File: src/rtl/canvas_grid_capture.sv
// Canvas ink bitmap capture and row-major bit streamer.
// Optional feature macro: INK_COUNT_EN (adds ink_count output).
//
// Ports:
//   clk, reset          clock, synchronous active-high reset
//   pix_valid/x/y/ink   cell-snapped pixel write (draw=1, erase=0)
//   clear               pulse, zero the live bitmap
//   start_scan          pulse, snapshot bitmap and start streaming
//   out_valid/ready     stream handshake, one cell per beat
//   out_bit/index/last  cell value, row*GRID_W+col, final-beat flag
//   busy                high while clearing or scanning
//   ink_count           set cells in live bitmap (INK_COUNT_EN only)
module canvas_grid_capture #(
  parameter logic [8:0] X0     = 9'd88,
  parameter logic [8:0] Y0     = 9'd37,
  parameter int         CELL_W = 10,
  parameter int         CELL_H = 14,
  parameter int         GRID_W = 14,
  parameter int         GRID_H = 14
) (
  input  logic       clk,
  input  logic       reset,
  input  logic       pix_valid,
  input  logic [8:0] pix_x,
  input  logic [8:0] pix_y,
  input  logic       pix_ink,
  input  logic       clear,
  input  logic       start_scan,
  output logic       out_valid,
  input  logic       out_ready,
  output logic       out_bit,
  output logic [7:0] out_index,
  output logic       out_last,
`ifdef INK_COUNT_EN
  output logic [7:0] ink_count,
`endif
  output logic       busy
);

  localparam int N = GRID_W * GRID_H;

  localparam logic [8:0] CW9  = 9'(CELL_W);
  localparam logic [8:0] CH9  = 9'(CELL_H);
  localparam logic [8:0] GW9  = 9'(GRID_W);
  localparam logic [8:0] GH9  = 9'(GRID_H);
  localparam logic [7:0] LAST = 8'(N - 1);

  localparam logic [1:0] S_IDLE  = 2'd0;
  localparam logic [1:0] S_CLEAR = 2'd1;
  localparam logic [1:0] S_SCAN  = 2'd2;

  logic [1:0]   state_q, state_d;
  logic [7:0]   idx_q, idx_d;
  logic [N-1:0] bitmap_q, bitmap_d;
  logic [N-1:0] snap_q, snap_d;

  // Pixel-to-cell decode
  logic [8:0] dx, dy;
  logic [8:0] col, row;
  logic       in_canvas;
  logic       wr_en;
  logic [7:0] wr_idx;

  always_comb begin
    dx = pix_x - X0;
    dy = pix_y - Y0;
    col = dx / CW9;
    row = dy / CH9;
    // The lower-bound checks also guard against
    // the subtractions wrapping around.
    in_canvas = (pix_x >= X0) && (pix_y >= Y0)
             && (col < GW9) && (row < GH9);
    // A clear in the same cycle wins over a write.
    wr_en = pix_valid && in_canvas && !clear;
    wr_idx = 8'(row * GW9 + col);
  end

  // Live bitmap next state
  always_comb begin
    bitmap_d = bitmap_q;
    if (clear) begin
      bitmap_d = '0;
    end else if (wr_en) begin
      bitmap_d[wr_idx] = pix_ink;
    end
  end

  wire scan_go = (state_q == S_IDLE)
              && start_scan && !clear;
  wire xfer    = (state_q == S_SCAN) && out_ready;

  // Control FSM and stream index
  always_comb begin
    state_d = state_q;
    idx_d   = idx_q;
    snap_d  = snap_q;
    unique case (1'b1)
      (state_q == S_IDLE): begin
        if (clear) begin
          state_d = S_CLEAR;
        end else if (start_scan) begin
          state_d = S_SCAN;
          idx_d   = '0;
          // Snapshot includes a same-cycle write.
          snap_d  = bitmap_d;
        end
      end
      (state_q == S_CLEAR): begin
        state_d = S_IDLE;
      end
      (state_q == S_SCAN): begin
        if (xfer) begin
          if (idx_q == LAST) begin
            state_d = S_IDLE;
            idx_d   = '0;
          end else begin
            idx_d = idx_q + 8'd1;
          end
        end
      end
      default: begin
        state_d = S_IDLE;
        idx_d   = '0;
      end
    endcase
  end

  always_ff @(posedge clk) begin
    if (reset) begin
      state_q  <= S_IDLE;
      idx_q    <= '0;
      bitmap_q <= '0;
      snap_q   <= '0;
    end else begin
      state_q  <= state_d;
      idx_q    <= idx_d;
      bitmap_q <= bitmap_d;
      snap_q   <= snap_d;
    end
  end

  // Outputs are pure decodes of registered state,
  // so they hold steady across a stall.
  always_comb begin
    out_valid = (state_q == S_SCAN);
    out_bit   = out_valid && snap_q[idx_q];
    out_index = idx_q;
    out_last  = out_valid && (idx_q == LAST);
    busy      = (state_q != S_IDLE);
  end

`ifdef INK_COUNT_EN
  logic [7:0] cnt_q, cnt_d;

  // Count moves only on a real 0->1 or 1->0 change.
  always_comb begin
    cnt_d = cnt_q;
    if (clear) begin
      cnt_d = '0;
    end else if (wr_en
             && (bitmap_q[wr_idx] != pix_ink)) begin
      if (pix_ink) begin
        cnt_d = cnt_q + 8'd1;
      end else begin
        cnt_d = cnt_q - 8'd1;
      end
    end
  end

  always_ff @(posedge clk) begin
    if (reset) begin
      cnt_q <= '0;
    end else begin
      cnt_q <= cnt_d;
    end
  end

  assign ink_count = cnt_q;
`endif

  // scan_go is kept as a named term for readability
  // of waveforms; it mirrors the IDLE->SCAN arc.
  logic scan_go_q;
  always_ff @(posedge clk) begin
    if (reset) begin
      scan_go_q <= 1'b0;
    end else begin
      scan_go_q <= scan_go;
    end
  end

  logic unused_ok;
  assign unused_ok = scan_go_q;

endmodule

File: config.mk
export PLATFORM = sky130hd
export DESIGN_NAME = canvas_grid_capture
export DESIGN_NICKNAME = d
export VERILOG_FILES = /design/src/rtl/canvas_grid_capture.sv
export SDC_FILE = /design/constraint.sdc
export NUM_CORES = 1
export LEC_CHECK = 0
export CORE_MARGIN = 3
export CORE_UTILIZATION = 60
export DETAILED_ROUTE_END_ITERATION = 7
export PLACE_DENSITY = 0.88
export SLEW_MARGIN = 10
export SYNTH_ARGS = -nofsm -noshare
export SYNTH_HDL_FRONTEND = slang
export SYNTH_SLANG_ARGS = --single-unit
File: constraint.sdc
create_clock -name clk -period 10 [get_ports clk]
set_input_delay 1.5 -clock clk [delete_from_list [all_inputs] [get_ports clk]]
set_output_delay 1.5 -clock clk [all_outputs]
set_load 0.01 [all_outputs]
# == Word-level counts from Yosys, hierarchy flattened ==
# Index checks and enable logic that the tools add are counted.
# totals
ff_bits,402
output_inout_bits,12
in_bits,25
word_cells,60
# classes
mux,17
n_reduce_logical,15
n_eq_ne,8
n_div,2
n_mul,1
n_addsub,4
n_lt_le_gt_ge,7
bitwise,2
# op_table
op,count
$mux W196,2
$bwmux W196,1
$mux W8,4
$pmux W8 S3,1
$div A9 B4 Y9 const B,2
$lt A8 B9 Y1 const B,2
$lt A9 B4 Y1 const B,2
$ge A9 B6 Y1 const B,1
$ge A9 B7 Y1 const B,1
$logic_and A1 B1 Y1,9
$mul A9 B3 Y7 const B,1
$sub A9 B6 Y9 const B,1
$sub A9 B7 Y9 const B,1
$add A8 B1 Y8 const B,1
$add A8 B8 Y8,1
$bmux W1 S8,1
$demux W1 S8,1
$eq A8 B8 Y1 const B,1
$ge A8 B1 Y1 const B,1
$mux W2,4
$reduce_and A3 Y1,2
$ne A2 B1 Y1 const B,2
$ne A2 B2 Y1 const B,2
$pmux W2 S2,1
9 further kinds,11

# == Depth between registers and ports, before layout ==
# Gate-level depths: netlist of run 1.
# logic_depth
word_depth,11
depth_mapped,29
ltp_nobuf,29

# == Worst setup path after synthesis of run 1 ==
# OpenSTA, ideal clock, no wires.
# synth_timing
kind,in2reg
startpoint,in pix_y[1]
endpoint,reg snap_q[84]
slack_ns,1.967
n_path_buf,2
path_stages,28
arrival_time_ns,7.942
setup_ns,0.091
required_time_ns,9.909
cell_sequence,inv_1 > ha_1 > nor2b_1 > o31a_1 > nor3_1 > xnor2_1 > nand2_1 > a31o_2 > mux2_2 > a32o_1 > a221oi_1 > xnor2_1 > o31ai_1 > fa_1 > ha_1 > inv_1 > fa_1 > inv_1 > ha_1 > a21oi_1 > nor2b_1 > o21a_1 > xnor2_1 > nor3b_1 > clkbuf_1 > buf_1 > nand4_1 > a311oi_1
# synth_between
elab_chain_len,11
word_cells_on_any_way,19
cone_classes,add/sub: 2; mul: 1; div: 1; order compare: 4; mux: 5; reduce/logical: 6
# synth_rtl
item,line,text
from (decl),25,"input logic [8:0] pix_y,"
$sub A9 B6 Y9,66,dy = pix_y - Y0;
$div A9 B4 Y9,68,row = dy / CH9;
$mul A9 B3 Y7,75,wr_idx = 8'(row * GW9 + col);
$add A8 B8 Y8,75,
$lt A8 B9 Y1 (not written as such) / $ge A8 B1 Y1 (equally long branches),84,bitmap_d[wr_idx] = pix_ink;
$logic_and A1 B1 Y1 (not written as such),84,
$mux W1 (not written as such),84,
$demux W1 S8,84,
$bwmux W196,84,
$mux W196 (*),83,end else if (wr_en) begin
$mux W196 (*),81,if (clear) begin
to (signal assigned),138,snap_q <= snap_d;
to (decl),55,"logic [N-1:0] snap_q, snap_d;"
# Every way passes the cells marked *; elsewhere a longest branch is shown, timed or not.
# A chain may end at the register's enable or synchronous reset.

# == Worst setup path after layout of run 1 ==
# layout_timing
startpoint,in pix_y[0]
endpoint,reg snap_q[54]
# The elaborated chain is that of the path after synthesis.

==> flow_summary.yaml, run 1 <==
run_status:
  status: "finished clean"
timing:
  setup_slack_ns: 0.918
  fin_setup_tns_ns: 0
  rsz0062_at_grt: "no"
  hold_ws_ns: 0.476
  hold_viol_final: 0
  fmax_ghz: 0.110
  fin_crit_sh_pct: 90.8
  fin_crit_ns: 9.08
  setup_viol: 0
  slew_headroom_pct: 15.6
  finClkSkew_ns: 0.0114
  tightest_slew_ns: 1.27
  maxSlewViolCount: 0
min_path:
  hp-class: "register to register"
  hold_depth: 2
  hold_path_end: "bitmap_q[91]$_SDFF_PP0_"
  min_from: "bitmap_q[91]$_SDFF_PP0_"
detailed_routing:
  routed_via_density: 7.28
  wirelength_um: 56800
  drt_iter0_markers: 2815
  wire_per_inst_um: 22.2
  ant_nets: 0
  drc: 0
  vias: 18680
  drt-pass1-iter-count: 6
cells_and_area:
  diodes: 0
  nNetsFinal: 2152
  area_growth_pct: 7.87
  drive_above_1_share_pct: 8.31
setup_path:
  worstSetupPathType: "primary input to register"
  crit_buf_inv: 5
  endpoint_kind: "register"
  cp.arrival_ns: 9.50
  crit_start: "pix_y[0]"
  reg2reg_depth: 6
  rrSetupSlack_ns: 6.67
  worstPathRequired_ns: 10.42
  cp_slowest_stage_delay_ns: 0.71
  critPathMaxFanout: 20
  crit_family: "compound AO/OA/AOI/OAI gates"
  start_kind: "primary input"
  r2r-start: "state_q[1]$_SDFFE_PP0P_"
  crit_slowest_cell: "or3_1"
  r2r_end: "snap_q[176]$_SDFFE_PP0P_"
floorplanning:
  die_h_um: 187
  rows: 65
  fp.dieW_um: 187
  die_area_mm2: 0.0351
  initial_utilization_pct: 61.8
  coreArea_mm2: 0.0320
  io_pins: 37
synth:
  synthArstFlopShare_pct: 0
  synth_top_family_by_area: "compound AO/OA/AOI/OAI gates"
  synthSimpleGateAreaFrac_pct: 15.8
  ys_ff_latch: 402
  syn_inst: 2224
  ys_top_cells_by_area: "dfxtp_1 (41%), mux4_2 (7.3%), a311oi_1 (7.1%), nand4_1 (5.8%), a21oi_1 (5.4%)"
  dominantRegCellSynth: "dfxtp_1"
  synth_fp_nets: 2273
  yosysUniqueCellTypes: 80
  synth_seq_area_share_pct: 40.8
  synth_compound_area_share_pct: 26.7
  synthAdderAreaFrac_pct: 1.95
  synth_xor_xnor_area_share_pct: 1.72
  netlist_area_mm2: 0.0197
  yosysTopAreaCell: "dfxtp_1"
  synthMuxAreaShare_pct: 7.76
  synth_top_area_share_pct: 40.8
  avgSynthCellArea_um2: 8.88
  ys_warn_count: 0
  synth_edf_count: 0
power_and_ir_drop:
  power_frac_comb_pct: 41.6
  switching_power_w: 0.00248
  p_clk_share_pct: 27.7
  sequentialPowerShare_pct: 30.8
  leakage_nw: 6.48
  p_int_w: 0.00300
  power.total_w: 0.00548
  p_per_area_mw_per_mm2: 257
  irDropWorstVdd_mv: 0.321
  switching_share_pct: 45.2
global_routing:
  grt-ovfl-total: 0
  grt_usage_pct: 31.0
  antenna_found_initial: 0
  grt_pass1_wl_um: 91800
  grt_start_max_net_pins: 289
  first_global_vias: 18021
clocking:
  tritoncts: "yes"
  post_cts_buffers: 0
  cts_root_buf: "clkbuf_16"
  ctsHoldBuffers: 0
  insertion_delay_ns: 0.53
  cts_resized: 0
  clk_pin_slew_worst_paths_ns: 0.06
  cts_buffers: 40
  htreeDepth: 2
  clock_path_buffers: 3
  numClockSinks: 402
flow_run:
  drv_cap: 0
placed_design:
  portBuffers: 36
  place_hpwl_um: 33000
  place_ws_ns: 0.514
  place.gp.congestion: 0.877
[layout make-up]
class	count	area [µm²]
tap	435	544
timing repair buffer	60	589
inverter	25	95.1
multi-input combinational	1574	10700
sequential	402	8050
clock inverter	9	126
fill	2453	10700
clock buffer	60	1190
[cell usage in the layout (no fill, tap or decap), drive strengths merged, types with 34 or more instances in the layout]
cell type,instances
o21bai,36
clkbuf,60
clkdlybuf4s50,34
mux4,64
nand4,184
o211ai,62
nand2,109
nor2,264
a311oi,160
a21oi,212
o21ai,149
a31oi,36
o31ai,66
dfxtp,402
[flip-flops by register name (all words and copies together) (netlist names)]
name,count
snap_q,196
bitmap_q,196
state_q,2
out_index,8
[stage by stage]
stage / instances / cell area [µm²] / util [%]
2_1_floorplan: 2224 / 19700 / -
3_3_place_gp: 2496 / 20000 / 62.5
3_5_place_dp: 2496 / 20000 / 62.5
4_1_cts: 2565 / 21300 / 66.6
5_1_grt: 2565 / 21300 / 66.6
6_report: 2565 / 21300 / 66.6
[worst register-to-register path: cells and delay by family, from the launching register on]
kind / cells / cell delay [ns]
DFF: 1 / 0.32
AOI/OAI and AO/OA: 1 / 0.36
and+or+nand+nor: 3 / 0.94
buffers and inverters: 2 / 1.62
[per-layer routing]
layer	part of all wire [%]	up-vias	routed length [µm]	GRT usage (%)
li1	-	8314	-	-
met3	11	250	6090	5.55
met2	47	1222	26700	51.0
met1	38	8894	21400	39.8
met5	0	-	0	0
met4	4.6	0	2630	14.7
[worst max path at each step]
stage,endpoint,cells past startpoint,slack (ns)
final,snap_q[54]$_SDFFE_PP0P_,29,0.92
after global routing,snap_q[54]$_SDFFE_PP0P_,29,0.38
after CTS,snap_q[54]$_SDFFE_PP0P_,29,0.95
after detailed placement,snap_q[53]$_SDFFE_PP0P_,29,0.51
after global placement,snap_q[49]$_SDFFE_PP0P_,29,0.90
after floorplan,snap_q[84]$_SDFFE_PP0P_,28,1.97
[power groups by stage]
stage                     clock network, W  registers (W)  logic (W)
final                              0.00152        0.00169    0.00228
after global placement                   0        0.00172    0.00210
after global routing               0.00158        0.00169    0.00240
after detailed placement                 0        0.00172    0.00215
after floorplan                          0        0.00171    0.00146
after CTS                          0.00152        0.00168    0.00217
[cells in the mapped netlist, types with 4 or more instances]
cell type / number
buf_4: 7
or2_2: 5
clkbuf_1: 169
buf_6: 7
inv_1: 21
a311oi_1: 160
a31oi_1: 36
nor3_1: 14
or4_1: 4
a2bb2oi_1: 4
a21o_1: 11
maj3_1: 4
a221o_1: 4
o21bai_1: 36
and2_1: 6
o21ai_0: 143
a211oi_1: 12
nand4_1: 184
o31ai_1: 63
mux2i_1: 8
nor2b_1: 5
nand3_1: 24
o21ai_1: 6
xor2_1: 12
buf_1: 12
o211ai_1: 62
nand2_1: 109
mux4_2: 64
xnor2_1: 25
buf_2: 27
or3_1: 13
ha_1: 18
nor2_1: 264
a21oi_1: 212
nand2b_1: 6
dfxtp_1: 402
fa_1: 6
[cells by family after synthesis]
family	count (synthesis)
muxes	73
DFF	402
AOI/OAI and AO/OA	788
xor gates and xnor gates	38
adders and majority gates	28
and+or+nand+nor	647
buffers and inverters	248
No activity file was read; power rests on OpenSTA's default activity.
==> run 2, diff against run 1 <==
ABC_CLOCK_PERIOD_IN_PS = 8100   (was default)
CORE_UTILIZATION = 57   (was 60)
TNS_END_PERCENT = 30   (was default)
clock period = 8.1 ns   (was 10 ns; I/O delays follow)
==> run 2 against run 1 <==
First-iteration DRC count fell by 1.6%. Non-clock buffer count is 68 higher. Sequential power rose by 23%. Clock skew rose by 0.0017 ns. Count of clock-buffer cells in the layout rose by 1. Cell area grew 3.0%. Critical path type unchanged. Critical endpoint is now snap_q[105]$_SDFFE_PP0P_. Largest power group unchanged.
==> flow_summary.yaml, run 2 (synthesis results as in run 1) <==
run_status:
  status: "finished clean"
detailed_routing:
  drt-pass1-iter-count: 8
  vias: 18963
  routed_via_density: 7.17
  drc: 0
  drt_iter0_markers: 2770
  ant_nets: 0
  wire_per_inst_um: 21.7
  wirelength_um: 57300
setup_path:
  critPathMaxFanout: 34
  cp_slowest_stage_delay_ns: 0.50
  worstPathRequired_ns: 8.44
  worstSetupPathType: "primary input to register"
  start_kind: "primary input"
  r2r_end: "snap_q[27]$_SDFFE_PP0P_"
  reg2reg_depth: 5
  crit_slowest_cell: "clkdlybuf4s50_1"
  crit_top_cell: "inv_1"
  endpoint_kind: "register"
  rrSetupSlack_ns: 5.51
  r2r-start: "state_q[1]$_SDFFE_PP0P_"
  cp.arrival_ns: 8.04
flow_run:
  drv_cap: 0
cells_and_area:
  layout_commonest_cell: "dfxtp_1"
  post-route-util_pct: 64.7
  diodes: 0
  fill_cells: 2574
  drive_above_1_share_pct: 11.3
  final_cell_mix: "dfxtp_1 (400), nor2_1 (263), a21oi_1 (212), nand4_1 (184), a311oi_1 (159)"
  area_growth_pct: 11.1
  postLayoutCellArea_mm2: 0.0219
  nNetsFinal: 2219
clocking:
  ctsHoldBuffers: 0
  numClockSinks: 402
  htreeDepth: 2
  post_cts_buffers: 0
  clock_path_buffers: 3
  tritoncts: "yes"
  insertion_delay_ns: 0.54
  cts_resized: 0
  cts_buffers: 39
  clk_pin_slew_worst_paths_ns: 0.06
  cts_root_buf: "clkbuf_16"
timing:
  hold_viol_final: 0
  fmax_ghz: 0.130
  maxSlewViolCount: 0
  finClkSkew_ns: 0.0131
  tightest_slew_ns: 1.26
  setup_viol: 0
  fin_crit_sh_pct: 95.0
  fin_setup_tns_ns: 0
  fin_crit_ns: 7.70
  slew_headroom_pct: 16.3
  rsz0062_at_grt: "no"
power_and_ir_drop:
  leakage_nw: 6.85
  p_per_area_mw_per_mm2: 330
  irDropWorstVdd_mv: 0.351
global_routing:
  first_global_vias: 18323
  grt_start_max_net_pins: 277
  grt_usage_pct: 30.3
  antenna_found_initial: 2
  grt-ovfl-total: 0
  grt_pass1_wl_um: 92300
placed_design:
  place_area_mm2: 0.0206
  portBuffers: 36
  place.gp.congestion: 0.883
  place_hpwl_um: 33900
floorplanning:
  coreArea_mm2: 0.0339
  die_area_mm2: 0.0369
  initial_utilization_pct: 58.3
  die_h_um: 192
  fp.dieW_um: 192
  io_pins: 37
  rows: 67
min_path:
  hp-class: "register to register"
  hold_path_end: "bitmap_q[67]$_SDFF_PP0_"
  hold_depth: 2
  min_from: "bitmap_q[67]$_SDFF_PP0_"
==> run 2: layout make-up <==
class / count / area [µm²] / area share [%]
Tap cell: 448 / 561 / 2.56
Timing Repair Buffer: 128 / 1200 / 5.47
Inverter: 25 / 95.1 / 0.434
Clock inverter: 6 / 97.6 / 0.445
Clock buffer: 61 / 1180 / 5.38
Sequential cell: 402 / 8050 / 36.7
Multi-Input combinational cell: 1574 / 10700 / 49.0
==> run 2: metrics by stage <==
step	total power (W)	cells	hold WS, ns	worst slack, ns
floorplan	0.00392	2224	0.451	0.352
global placement	0.00515	2577	0.458	0.0265
detailed placement	0.00524	2577	0.468	-0.310
CTS	0.00705	2644	0.478	0.0857
global route	0.00749	2644	0.490	0.00405
finish	0.00724	2644	0.477	0.404
==> run 2: how the worst max path moves through the flow <==
stage / end / start / slack, ns / depth (start not counted)
after global routing: snap_q[66]$_SDFFE_PP0P_ / pix_y[1] / 0.004 / 30
final: snap_q[105]$_SDFFE_PP0P_ / pix_y[1] / 0.40 / 30
after global placement: snap_q[88]$_SDFFE_PP0P_ / pix_y[1] / 0.03 / 30
after floorplan: snap_q[84]$_SDFFE_PP0P_ / pix_y[1] / 0.35 / 28
after CTS: snap_q[68]$_SDFFE_PP0P_ / pix_y[1] / 0.09 / 30
after detailed placement: snap_q[105]$_SDFFE_PP0P_ / pix_y[1] / -0.31 / 30
==> run 2: power breakdown <==
| part | switching, W | internal, W |
|---|---|---|
| registers | 0.0000379 | 0.00205 |
| logic | 0.00239 | 0.000938 |
| clock network | 0.000764 | 0.00106 |
==> run 2: metal layers <==
metal,vias to the layer above,wire length (µm),track usage [%]
li1,8456,-,-
met1,9011,21400,37.5
met2,1250,26900,49.7
met3,242,6130,6.13
met4,4,2870,16.4
met5,-,27,0
==> run 2: critical path, delay by kind of cell <==
family	cells	cell delay (ns)
AOI/OAI and AO/OA	10	2.41
xor gates and xnor gates	3	0.57
adders and majority gates	5	1.55
buffers and inverters	7	1.29
muxes	1	0.26
and+or+nand+nor	4	0.71
